File: src/rtl/sti_cmd_sched.sv
// rtl/sti_cmd_sched.sv - descriptor FIFO and load/burst/gap scheduler for the STI_DAC datapath
module sti_cmd_sched #(
    parameter int FIFO_DEPTH = 4,
    parameter int TIMEOUT    = 16,
    parameter int GAP_CYCLES = 2
) (
    input  logic                         clk,
    input  logic                         reset,
    input  logic                         cmd_valid,
    output logic                         cmd_ready,
    input  logic [15:0]                  cmd_data,
    input  logic [1:0]                   cmd_length,
    input  logic                         cmd_fill,
    input  logic                         cmd_msb,
    input  logic                         cmd_low,
    input  logic                         cmd_end,
    output logic                         load,
    output logic [15:0]                  pi_data,
    output logic [1:0]                   pi_length,
    output logic                         pi_fill,
    output logic                         pi_msb,
    output logic                         pi_low,
    output logic                         pi_end,
    input  logic                         so_valid,
    output logic                         sched_busy,
    output logic                         sched_finish,
    output logic                         sched_err,
    output logic [1:0]                   err_code,
    output logic [$clog2(FIFO_DEPTH):0]  fifo_level,
    output logic [7:0]                   words_sent
);

    localparam int AW = $clog2(FIFO_DEPTH);
    localparam int LW = AW + 1;
    localparam int WW = $clog2(TIMEOUT + 1);
    localparam int GW = $clog2(GAP_CYCLES + 1);
    localparam logic [LW-1:0] LEVEL_FULL = LW'(FIFO_DEPTH);
    localparam logic [WW-1:0] WAIT_LAST  = WW'(TIMEOUT - 1);
    localparam logic [GW-1:0] GAP_LAST   = GW'(GAP_CYCLES - 1);

    typedef enum logic [2:0] {
        S_IDLE,
        S_LOAD,
        S_WAIT,
        S_XFER,
        S_GAP,
        S_DONE,
        S_ERR
    } state_t;

    typedef struct packed {
        logic [15:0] data;
        logic [1:0]  length;
        logic        fill;
        logic        msb;
        logic        low;
        logic        last;
    } desc_t;

    desc_t          mem_q [FIFO_DEPTH];
    desc_t          hold_q;
    desc_t          cmd_desc;
    state_t         state_q;
    logic [AW-1:0]  wr_ptr_q;
    logic [AW-1:0]  rd_ptr_q;
    logic [LW-1:0]  level_q;
    logic [WW-1:0]  wait_q;
    logic [GW-1:0]  gap_q;
    logic [5:0]     bits_q;
    logic [5:0]     bits_inc;
    logic [5:0]     exp_bits;
    logic [7:0]     words_q;
    logic [1:0]     err_code_q;
    logic           load_q;
    logic           push;
    logic           pop;
    logic           accepting;

    assign cmd_desc  = {cmd_data, cmd_length, cmd_fill, cmd_msb, cmd_low, cmd_end};
    assign accepting = (state_q != S_DONE) && (state_q != S_ERR);
    assign cmd_ready = (level_q != LEVEL_FULL) && accepting;
    assign push      = cmd_valid && cmd_ready;
    assign pop       = (state_q == S_IDLE) && (level_q != '0);

    // 8 * (length + 1): 8, 16, 24 or 32 bits per descriptor.
    assign exp_bits  = {({1'b0, hold_q.length} + 3'd1), 3'b000};
    assign bits_inc  = bits_q + 6'd1;

    always_ff @(posedge clk) begin
        if (push) begin
            mem_q[wr_ptr_q] <= cmd_desc;
        end
    end

    always_ff @(posedge clk) begin
        if (reset) begin
            wr_ptr_q <= '0;
            rd_ptr_q <= '0;
            level_q  <= '0;
        end else begin
            if (push) begin
                wr_ptr_q <= wr_ptr_q + AW'(1);
            end
            if (pop) begin
                rd_ptr_q <= rd_ptr_q + AW'(1);
            end
            case ({push, pop})
                2'b10:   level_q <= level_q + LW'(1);
                2'b01:   level_q <= level_q - LW'(1);
                default: level_q <= level_q;
            endcase
        end
    end

    // load is the registered image of the LOAD state, so it lands one cycle after LOAD.
    always_ff @(posedge clk) begin
        if (reset) begin
            state_q    <= S_IDLE;
            hold_q     <= '0;
            load_q     <= 1'b0;
            wait_q     <= '0;
            gap_q      <= '0;
            bits_q     <= '0;
            words_q    <= '0;
            err_code_q <= 2'b00;
        end else begin
            load_q <= (state_q == S_LOAD);
            case (state_q)
                S_IDLE: begin
                    if (pop) begin
                        hold_q  <= mem_q[rd_ptr_q];
                        state_q <= S_LOAD;
                    end
                end
                S_LOAD: begin
                    wait_q  <= '0;
                    bits_q  <= '0;
                    state_q <= S_WAIT;
                end
                S_WAIT: begin
                    wait_q <= wait_q + WW'(1);
                    if (so_valid) begin
                        bits_q <= 6'd1;
                        if (exp_bits == 6'd1) begin
                            gap_q   <= '0;
                            words_q <= words_q + 8'd1;
                            state_q <= S_GAP;
                        end else begin
                            state_q <= S_XFER;
                        end
                    end else if (wait_q == WAIT_LAST) begin
                        err_code_q <= 2'b01;
                        state_q    <= S_ERR;
                    end
                end
                S_XFER: begin
                    if (so_valid) begin
                        bits_q <= bits_inc;
                        if (bits_inc == exp_bits) begin
                            gap_q   <= '0;
                            words_q <= words_q + 8'd1;
                            state_q <= S_GAP;
                        end
                    end else begin
                        err_code_q <= 2'b10;
                        state_q    <= S_ERR;
                    end
                end
                S_GAP: begin
                    if (so_valid) begin
                        err_code_q <= 2'b11;
                        state_q    <= S_ERR;
                    end else if (gap_q == GAP_LAST) begin
                        state_q <= hold_q.last ? S_DONE : S_IDLE;
                    end else begin
                        gap_q <= gap_q + GW'(1);
                    end
                end
                S_DONE:  state_q <= S_DONE;
                S_ERR:   state_q <= S_ERR;
                default: state_q <= S_ERR;
            endcase
        end
    end

    assign load         = load_q;
    assign pi_data      = hold_q.data;
    assign pi_length    = hold_q.length;
    assign pi_fill      = hold_q.fill;
    assign pi_msb       = hold_q.msb;
    assign pi_low       = hold_q.low;
    assign pi_end       = hold_q.last;
    assign sched_busy   = (state_q == S_LOAD) || (state_q == S_WAIT) ||
                          (state_q == S_XFER) || (state_q == S_GAP);
    assign sched_finish = (state_q == S_DONE);
    assign sched_err    = (state_q == S_ERR);
    assign err_code     = err_code_q;
    assign fifo_level   = level_q;
    assign words_sent   = words_q;

endmodule

File: config.mk
export PLATFORM = sky130hd
export DESIGN_NAME = sti_cmd_sched
export DESIGN_NICKNAME = d
export VERILOG_FILES = /design/src/rtl/sti_cmd_sched.sv
export SDC_FILE = /design/constraint.sdc
export NUM_CORES = 1
export LEC_CHECK = 0
export ABC_CLOCK_PERIOD_IN_PS = 3200
export CORE_MARGIN = 3
export CORE_UTILIZATION = 30
export CTS_CLUSTER_DIAMETER = 120
export DETAILED_ROUTE_END_ITERATION = 10
export PLACE_DENSITY = 0.53
export SYNTH_ARGS = -nofsm -noshare
export SYNTH_HDL_FRONTEND = slang
export SYNTH_SLANG_ARGS = --single-unit
File: constraint.sdc
create_clock -name clk -period 3.2 [get_ports clk]
set_input_delay 0.64 -clock clk [delete_from_list [all_inputs] [get_ports clk]]
set_output_delay 0.64 -clock clk [all_outputs]
set_load 0.01 [all_outputs]
==> impl_metrics.json <==
{
  "cts_buffers": 17,
  "path_buf_inv": 1,
  "overflow": 0,
  "final-seq-area_mm2": 0.003766,
  "worstSetupPathType": "register to primary output",
  "syn_avg_cell_area_um2": 12.71,
  "rows": 50,
  "clk_latency_ps": 420,
  "clock_sinks": 144,
  "die_y_um": 147.1,
  "syn-num-nets": 508,
  "hold_class": "register to register",
  "finalCritPeriodShare_pct": 87.37,
  "synth_largest_area_cell": "edfxtp_1",
  "die_w_um": 147.1,
  "leakagePower_nw": 2.509,
  "layout-drive-gt1-share_pct": 13.69,
  "r2r-end": "fifo_level[2]$_SDFFE_PP0P_",
  "cp_slowest_cell": "clkdlybuf4s50_1",
  "layout_common_cells": "edfxtp_1, clkdlybuf4s50_1, nand2_1",
  "grt_use_met3_pct": 3.331,
  "reg2regPathDepth": 10,
  "cp_data_required_time_ps": 2560,
  "fmax_mhz": 357.7,
  "cts_tree": "built",
  "grt_busiest_layer": "met2",
  "antenna_left": 0,
  "grt_max_degree": 45,
  "wire_per_inst_um": 15.84,
  "reg2reg_from": "state_q[1]$_SDFFE_PP0P_",
  "yosys_register_bits": 144,
  "multiInputGateArea_mm2": 0.002044,
  "floorplan.die_area_mm2": 0.02164,
  "first_iter_violations": 231,
  "cpPeakStageDelay_ps": 630,
  "hold_viol_final": 0,
  "syn2layout_area_growth_pct": 25.19,
  "rsz0062_at_grt": "false",
  "grt_pass1_wl_mm": 21.13,
  "yosysTopAreaCellShare_pct": 44.23,
  "p_switching_mw": 1.898,
  "relSlewSlack_pct": 41.34,
  "yosysUniqueCellTypes": 54,
  "ys.flop_type": "edfxtp_1",
  "viasPerCell": 4.767,
  "synthCells": 470,
  "p_seq_share_pct": 41.9,
  "postCtsSetupBuffers": 0,
  "grt_pass1_vias": 3929,
  "swShare_pct": 31.16,
  "drt_pre_antenna_iters": 4,
  "min_path_cells": 2,
  "cts-root-buf": "clkbuf_16",
  "ys_seq_area_share_pct": 62.99,
  "syn-cell-area_mm2": 0.005974,
  "port_buffers": 65,
  "io_pins": 66,
  "layout_commonest_cell": "edfxtp_1",
  "nFillCells": 1874,
  "drc": 0,
  "arrival_ps": 2160,
  "cts_buffer_depth": 2,
  "antenna-diode-count": 0,
  "place_congestion": 0.7181,
  "routed_wl_mm": 12.91,
  "htree_levels": 4,
  "coreArea_mm2": 0.01914,
  "clockPowerShare_pct": 29.9,
  "cp_cell_sequence": "xor2_1 -> a32oi_1 -> clkdlybuf4s50_1",
  "async_flop_share_pct": 0,
  "outcome": "completed",
  "grt_antenna_before_repair": 0,
  "final.min_clock_period_ps": 2796,
  "grt_util_met2_pct": 21.06,
  "dp_hpwl_mm": 8.054,
  "comb_power_share_pct": 28.3,
  "via_count": 3885,
  "tightest_slew_ps": 879.9,
  "clkSlewWorstSetupHoldPaths_ps": 60,
  "ir_worst_vdd_uv": 410.2,
  "start_util_pct": 31.21,
  "p_int_mw": 4.193,
  "synth_enable_flop_cells": 88,
  "fin_nets": 580,
  "power_density_mw_per_mm2": 814.3,
  "critPathCaptureType": "primary output",
  "fin_worst_skew_ps": 12.95,
  "cp_top_family": "buffers and inverters",
  "setup_viol": 0,
  "fin_util_pct": 39.07,
  "setup_tns_ps": 0,
  "synth_area_leaders": "edfxtp_1, dfxtp_1, mux4_2, a21oi_1, nand2_1",
  "r2r_setup_slack_ps": 670,
  "cp_max_fo": 22,
  "maxSlewViolCount": 0,
  "ys_warn_count": 0,
  "startpoint_type": "register",
  "grt_use_met1_pct": 15.57,
  "hp-start": "pi_data[3]$_SDFFE_PP0P_",
  "min_to": "pi_data[3]$_SDFFE_PP0P_",
  "max-cap-violations": 0,
  "gr-usage-all-layers_pct": 12.51
}
## worst max path at each step
stage | start | to | slack [ps] | cells past startpoint
5_1_grt | state_q[1]$_SDFFE_PP0P_ | cmd_ready | 180 | 3
6_report | state_q[1]$_SDFFE_PP0P_ | cmd_ready | 400 | 3
2_1_floorplan | state_q[0]$_SDFFE_PP0P_ | fifo_level[2]$_SDFFE_PP0P_ | 690 | 11
4_1_cts | state_q[1]$_SDFFE_PP0P_ | cmd_ready | 110 | 3
3_3_place_gp | state_q[1]$_SDFFE_PP0P_ | fifo_level[2]$_SDFFE_PP0P_ | 550 | 10
3_5_place_dp | state_q[1]$_SDFFE_PP0P_ | fifo_level[2]$_SDFFE_PP0P_ | 450 | 10
## power by group through the flow
stage	clock [mW]	combinational, mW	sequential, mW
2_1_floorplan	0	1.04	2.55
3_3_place_gp	0	1.73	2.58
3_5_place_dp	0	1.74	2.60
4_1_cts	1.88	1.76	2.56
5_1_grt	1.97	1.91	2.60
6_report	1.82	1.72	2.55
## layer usage
layer / part of all wire [%] / up-vias
met4: 1.5 / 0
met2: 51 / 63
met5: 0 / -
li1: - / 1878
met3: 3.3 / 16
met1: 44 / 1928
## tightest hold or removal path, cell delays in order (launching register included)
cell and delay (ps):
dfxtp_1 310, nand2_1 50, a21oi_1 50
## logic make-up after synthesis
logic type               Yosys count  synth area share (%)
AO/OA/AOI/OAI                     86                 8.252
flip-flops                       144                 62.99
AND/OR/NAND/NOR                  150                 12.08
buffers and inverters             38                 2.785
adder cells (fa/ha/maj)           12                 2.639
multiplexers                      28                 9.361
XOR/XNOR                          12                 1.885
## timing repair
item / CTS / global route
setup endpoints to repair: 0 / 1
resized for setup: 0 / 1
hold buffers: 0 / 0
## stage by stage
stage	hold WS, ps	area (um2)	std cells	setup slack (ps)	power (mW)
after floorplan	468.9	5974	470	694.9	3.592
after global placement	448.4	6930	783	550.3	4.306
after detailed placement	449.4	6930	783	452.4	4.340
after CTS	458.9	7478	815	107.9	6.192
after global routing	482.1	7480	815	184.8	6.483
final	455.7	7480	815	404.2	6.091
## synthesized netlist by cell type, types with 2 or more instances
cell type  count
xnor2_1        4
edfxtp_1      88
buf_6          2
buf_1          2
or3_1          5
nor2_2         2
nand3_1        4
nor3b_1        2
mux2_2         2
nor3_1         4
or4_1          6
o21ai_0       11
nand2b_1       7
a21o_1         3
o21ai_1        2
dfxtp_1       56
and3_1         7
buf_2          4
and2_1         3
mux4_2        22
nand3b_1       3
inv_1         11
o31ai_1        6
nand2_1       63
nor2b_1        4
mux2i_1        3
a21oi_1       52
xor2_1         7
nand4_1        4
clkbuf_1      17
nor2_1        31
ha_1          11
## state kept, by name, indices dropped and copies added (netlist names)
signal,count
wr_ptr_q,2
mem_q,88
pi_end,1
pi_msb,1
err_code,2
words_sent,8
pi_length,2
bits_q,6
load,1
gap_q,2
pi_low,1
fifo_level,3
state_q,3
wait_q,5
pi_data,16
rd_ptr_q,2
pi_fill,1
## cell type report
type | instances | area share, %
Clock buffer | 18 | 5.738
Multi-Input combinational cell | 288 | 27.33
Timing Repair Buffer | 79 | 10.04
Inverter | 12 | 0.6022
Sequential cell | 144 | 50.35
Clock inverter | 14 | 1.589
Tap cell | 260 | 4.349
No activity file was read; power rests on OpenSTA's default activity.
